**src/rtl/rr_arbiter.sv**
```systemverilog
// rr_arbiter: four-host (m,s,t,e) round-robin arbiter onto one shared slave bus.
// Define ARB_TIMEOUT_EN to add a BUSY watchdog that returns 32'hDEAD_BEEF.
module rr_arbiter #(
    parameter int ADDR_W  = 32,
    parameter int DATA_W  = 32,
    parameter int BE_W    = DATA_W / 8,
    parameter int TIMEOUT = 16
) (
    input  logic              clk,
    input  logic              reset_n,
    input  logic              mcpu,
    input  logic [ADDR_W-1:0] maddr,
    input  logic              mrd,
    input  logic              mwr,
    input  logic [BE_W-1:0]   mbe,
    input  logic [DATA_W-1:0] mdwr,
    output logic [DATA_W-1:0] mdrd,
    output logic              mack,
    input  logic              scpu,
    input  logic [ADDR_W-1:0] saddr,
    input  logic              srd,
    input  logic              swr,
    input  logic [BE_W-1:0]   sbe,
    input  logic [DATA_W-1:0] sdwr,
    output logic [DATA_W-1:0] sdrd,
    output logic              sack,
    input  logic              tcpu,
    input  logic [ADDR_W-1:0] taddr,
    input  logic              trd,
    input  logic              twr,
    input  logic [BE_W-1:0]   tbe,
    input  logic [DATA_W-1:0] tdwr,
    output logic [DATA_W-1:0] tdrd,
    output logic              tack,
    input  logic              ecpu,
    input  logic [ADDR_W-1:0] eaddr,
    input  logic              erd,
    input  logic              ewr,
    input  logic [BE_W-1:0]   ebe,
    input  logic [DATA_W-1:0] edwr,
    output logic [DATA_W-1:0] edrd,
    output logic              eack,
    output logic [ADDR_W-1:0] add_bus,
    output logic [BE_W-1:0]   byte_en,
    output logic              wr_bus,
    output logic              rd_bus,
    output logic [DATA_W-1:0] data_bus_wr,
    input  logic [DATA_W-1:0] data_bus_rd,
    input  logic              ack_bus,
    output logic              cpu_bus
);
    typedef enum logic {IDLE, BUSY} state_t;

    state_t            r_state, w_state_nxt;
    logic [1:0]        r_g, r_p, w_g_nxt, w_p_nxt, w_idx;
    logic              w_found, w_busy, w_to, w_end;
    logic [3:0]        w_cpu, w_rd, w_wr, w_req, w_sel;
    logic [ADDR_W-1:0] w_addr [4];
    logic [BE_W-1:0]   w_be [4];
    logic [DATA_W-1:0] w_dwr [4];
    logic [DATA_W-1:0] w_drd;

    assign w_cpu = {ecpu, tcpu, scpu, mcpu};
    assign w_rd  = {erd, trd, srd, mrd};
    assign w_wr  = {ewr, twr, swr, mwr};
    assign w_req = w_cpu & (w_rd | w_wr);

    assign w_addr = '{maddr, saddr, taddr, eaddr};
    assign w_be   = '{mbe, sbe, tbe, ebe};
    assign w_dwr  = '{mdwr, sdwr, tdwr, edwr};

    assign w_busy = (r_state == BUSY);

`ifdef ARB_TIMEOUT_EN
    logic [7:0] r_cnt;

    always_ff @(posedge clk or negedge reset_n) begin
        if (!reset_n)
            r_cnt <= '0;
        else if (!w_busy)
            r_cnt <= '0;
        else
            r_cnt <= r_cnt + 8'd1;
    end

    assign w_to = w_busy && w_cpu[r_g] && !ack_bus && (r_cnt == 8'(TIMEOUT));
`else
    logic w_unused_to;
    assign w_unused_to = |8'(TIMEOUT);
    assign w_to        = 1'b0;
`endif

    // Transfer ends on ack, watchdog expiry, or the owner dropping its session.
    assign w_end = ack_bus || w_to || !w_cpu[r_g];

    always_ff @(posedge clk or negedge reset_n) begin
        if (!reset_n) begin
            r_state <= IDLE;
            r_g     <= 2'd0;
            r_p     <= 2'd3;
        end else begin
            r_state <= w_state_nxt;
            r_g     <= w_g_nxt;
            r_p     <= w_p_nxt;
        end
    end

    always_comb begin
        w_state_nxt = r_state;
        w_g_nxt     = r_g;
        w_p_nxt     = r_p;
        w_found     = 1'b0;
        w_idx       = r_p;
        unique case (r_state)
            IDLE: begin
                for (int k = 1; k <= 4; k++) begin
                    w_idx = r_p + 2'(k);
                    if (!w_found && w_req[w_idx]) begin
                        w_found     = 1'b1;
                        w_g_nxt     = w_idx;
                        w_state_nxt = BUSY;
                    end
                end
            end
            BUSY: begin
                if (w_end) begin
                    w_p_nxt     = r_g;
                    w_state_nxt = IDLE;
                end
            end
        endcase
    end

    assign cpu_bus     = w_busy;
    assign add_bus     = w_busy ? w_addr[r_g] : '0;
    assign byte_en     = w_busy ? w_be[r_g] : '0;
    assign data_bus_wr = w_busy ? w_dwr[r_g] : '0;
    assign rd_bus      = w_busy & w_cpu[r_g] & w_rd[r_g];
    assign wr_bus      = w_busy & w_cpu[r_g] & w_wr[r_g] & ~w_rd[r_g];

    assign w_drd = w_to ? DATA_W'(32'hDEAD_BEEF) : data_bus_rd;

    for (genvar i = 0; i < 4; i++) begin : g_sel
        assign w_sel[i] = w_busy && (r_g == 2'(i));
    end

    assign mack = w_sel[0] & (ack_bus | w_to);
    assign sack = w_sel[1] & (ack_bus | w_to);
    assign tack = w_sel[2] & (ack_bus | w_to);
    assign eack = w_sel[3] & (ack_bus | w_to);
    assign mdrd = w_sel[0] ? w_drd : '0;
    assign sdrd = w_sel[1] ? w_drd : '0;
    assign tdrd = w_sel[2] ? w_drd : '0;
    assign edrd = w_sel[3] ? w_drd : '0;
endmodule

```
**config.mk**
```make
export PLATFORM = sky130hd
export DESIGN_NAME = rr_arbiter
export DESIGN_NICKNAME = d
export VERILOG_FILES = /design/src/rtl/rr_arbiter.sv
export SDC_FILE = /design/constraint.sdc
export NUM_CORES = 1
export LEC_CHECK = 0
export CAP_MARGIN = 20
export CELL_PAD_IN_SITES_DETAIL_PLACEMENT = 1
export CELL_PAD_IN_SITES_GLOBAL_PLACEMENT = 1
export CORE_AREA = 2 2 201 203
export DETAILED_ROUTE_END_ITERATION = 10
export DIE_AREA = 0 0 203 205
export GPL_ROUTABILITY_DRIVEN = 0
export PLACE_DENSITY = 0.56
export SLEW_MARGIN = 25
export SYNTH_ARGS = -nofsm -noshare
export SYNTH_HDL_FRONTEND = slang
export SYNTH_SLANG_ARGS = --single-unit
```
**constraint.sdc**
```tcl
create_clock -name clk -period 3.7 [get_ports clk]
set_clock_uncertainty 0.1 [all_clocks]
set_input_delay 0.37 -clock clk [delete_from_list [all_inputs] [get_ports clk]]
set_output_delay 0.37 -clock clk [all_outputs]
set_load 0.03 [all_outputs]
```
==> impl_metrics.toml <==
[critical_path]
path_max_fanout = 30
timing.critical_path.mode_cell = "sky130_fd_sc_hd__buf_12"
path_delay_family = "buffers and inverters"
worst-endpoint-arrival_ps = 2730
timing.critical_path.buf_inv = 3
crit_path_cell_trace = "buf_12 -> buf_12 -> mux4_2 -> and2_1 -> clkdlybuf4s50_1"
cp-start-kind = "register"
critPathCaptureType = "output port"
slowest_delay_ps = 790
slowest_stage = "sky130_fd_sc_hd__dfrtp_4"
timing.setup.critical_path_class = "register to output port"
cp.required_ps = 3230

[drt]
wire_per_inst_um = 20.3
vias = 5088
viasPerCell = 3.66
initial_drt_pass_iterations = 4
antenna_left = 0
finalWirelength_mm = 28.3
drc = 0
drt_iter0_drc = 138

[clock_tree]
clock_latency_ps = 220
path_clk_slew_ps = 30
tritoncts = "done"
htreeDepth = 1
numClockSinks = 5
clock_tree.buffer_depth = 2
cts_hold_repair.buffers = 0
cts.repair_timing.setup_buffer_count = 0
cts_root_buf = "sky130_fd_sc_hd__clkbuf_16"
cts_buffer_count = 3
cts_resized = 0

[finish]
final_layout_size_suffix_gt1_share_pct = 11.6
area.growth.synth_to_final_pct = 171
num-nets-final = 1180

[global_route]
initial_antenna_violation_count = 7
grt.overflow.total = 0
grt_usage_pct = 12.6
wire_length_of_the_first_global_routing_pass_mm = 39.0
grt_pass1_vias = 5614
pin_count_of_the_biggest_net_entering_global_routing = 49

[min_path]
min_path_type = "primary input to asynchronous set/reset pin"

[die]
die_height_um = 205
start_util_pct = 8.80
core.rowCount = 73
standard_cell_core_area_sq_um = 39400
x_dimension_of_the_die_um = 203
die-area_sq_um = 41600
io_pins = 522

[sta]
timing.max_slew.rel_slack_pct = 50.5
setup_repair_after_global_routing_missed_its_margin = "no"
timing.final.max_slew_violations = 0
fin_tns_setup_ps = 0
achievable-frequency_mhz = 313
worst_slew_pin_slew_ps = 742
final_min_period_over_clock_period_pct = 86.4
hold_viol_final = 0
layout_min_cycle_time_ps = 3200
timing.hold.ws_ps = 278
finalSetupViolCount = 0

[synth]
synth.top_cells.by_area = "sky130_fd_sc_hd__mux4_2 (46%), sky130_fd_sc_hd__and2_1 (36%), sky130_fd_sc_hd__clkbuf_1 (2.2%)"
synthCells = 360
syn_nets = 679
postSynth.topFlopCell = "sky130_fd_sc_hd__dfrtp_1"
async_flop_share_pct = 100
synth_area_per_cell_sq_um = 9.63
synthMostInstantiatedCell = "sky130_fd_sc_hd__and2_1"
yosysTopAreaCellShare_pct = 46.1
synth_edf_count = 0
yosys_warnings = 0
ys_ff_latch = 5
post-synth-top-area-cell = "sky130_fd_sc_hd__mux4_2"
netlist-cell-type-count = 34
synth_seq_area_share_pct = 3.68
synth_commonest_cells = "sky130_fd_sc_hd__and2_1 (199), sky130_fd_sc_hd__mux4_2 (71), sky130_fd_sc_hd__clkbuf_1 (20)"
syn-cell-area_sq_um = 3470

[power]
static-leakage-power_uw = 0.00327
vdd_ir_drop_max_mv = 0.241
power_per_cell_area_nw_per_um2 = 613

[run_status]
outcome = "completed"

[run]
drv.max_cap_violation_count = 0

[place]
number_of_buffers_added_on_ports = 521
detailed_place_hpwl_mm = 24.6
[final timing paths]
kind,from,endpoint,slack (ps),cells after the start
setup / recovery,r_g[0],data_bus_wr[15],500,5
hold / removal,reset_n,r_g[1],280,1
setup reg to reg,r_g[1],r_p[1],1400,3
hold reg to reg,r_p[0],r_p[0],530,2
max in group asynchronous,reset_n,r_p[1],2960,1
min in group clk,r_p[0],r_p[0],530,2
[where the power goes]
part	switching [uW]	total (uW)	internal (uW)
Sequential	228	326	97.5
Combinational	2670	5250	2580
Clock	32.1	175	142
[layout by cell type, fill, tap and decap left out, types with 2 or more instances in the layout]
cell,count
sky130_fd_sc_hd__and2_1,199
sky130_fd_sc_hd__and3_1,2
sky130_fd_sc_hd__buf_12,4
sky130_fd_sc_hd__buf_4,13
sky130_fd_sc_hd__clkbuf_16,3
sky130_fd_sc_hd__clkdlybuf4s50_1,518
sky130_fd_sc_hd__dfrtp_4,2
sky130_fd_sc_hd__dfstp_2,2
sky130_fd_sc_hd__diode_2,5
sky130_fd_sc_hd__inv_1,2
sky130_fd_sc_hd__mux4_2,71
sky130_fd_sc_hd__nand2_1,7
sky130_fd_sc_hd__nand3_1,4
sky130_fd_sc_hd__nor2_1,2
sky130_fd_sc_hd__o21a_1,3
sky130_fd_sc_hd__o21ai_0,7
[state kept, by name (all words and copies together), names as in the netlist]
name	flops
cpu_bus	1
r_g	2
r_p	2
[final cells by class]
class / count / area [sq um]
tap: 525 / 657
fill: 4544 / 30000
inverter: 2 / 7.51
sequential: 5 / 136
timing repair buffer: 535 / 5360
multi-input combinational: 314 / 3130
antenna: 5 / 12.5
clock buffer: 4 / 78.8
[layer usage]
layer	wire, um	up-vias	global-route usage (%)
li1	-	2309	-
met1	11600	2452	15.1
met3	2450	12	3.82
met2	14000	315	22.2
met5	0	-	0
met4	285	0	2.53
[metrics by stage]
| stage | std cells | utilization (%) | area [sq um] | setup slack (ps) | total power, uW |
|---|---|---|---|---|---|
| floorplan | 360 | - | 3470 | 1370 | 3420 |
| global placement | 1381 | 23.6 | 9290 | 680 | 5670 |
| detailed placement | 1381 | 23.6 | 9290 | 664 | 5670 |
| CTS | 1385 | 23.8 | 9370 | 428 | 5860 |
| global route | 1389 | 23.8 | 9380 | 351 | 6090 |
| finish | 1390 | 23.8 | 9390 | 503 | 5750 |
[kinds of logic after synthesis]
logic type      count (synthesis)  share of synthesized area [%]
compound gates                 22                           4.51
buf+inv                        41                           6.25
flops                           5                           3.68
mux                            72                           46.5
simple gates                  220                           39.1
No activity file was read; power rests on OpenSTA's default activity.
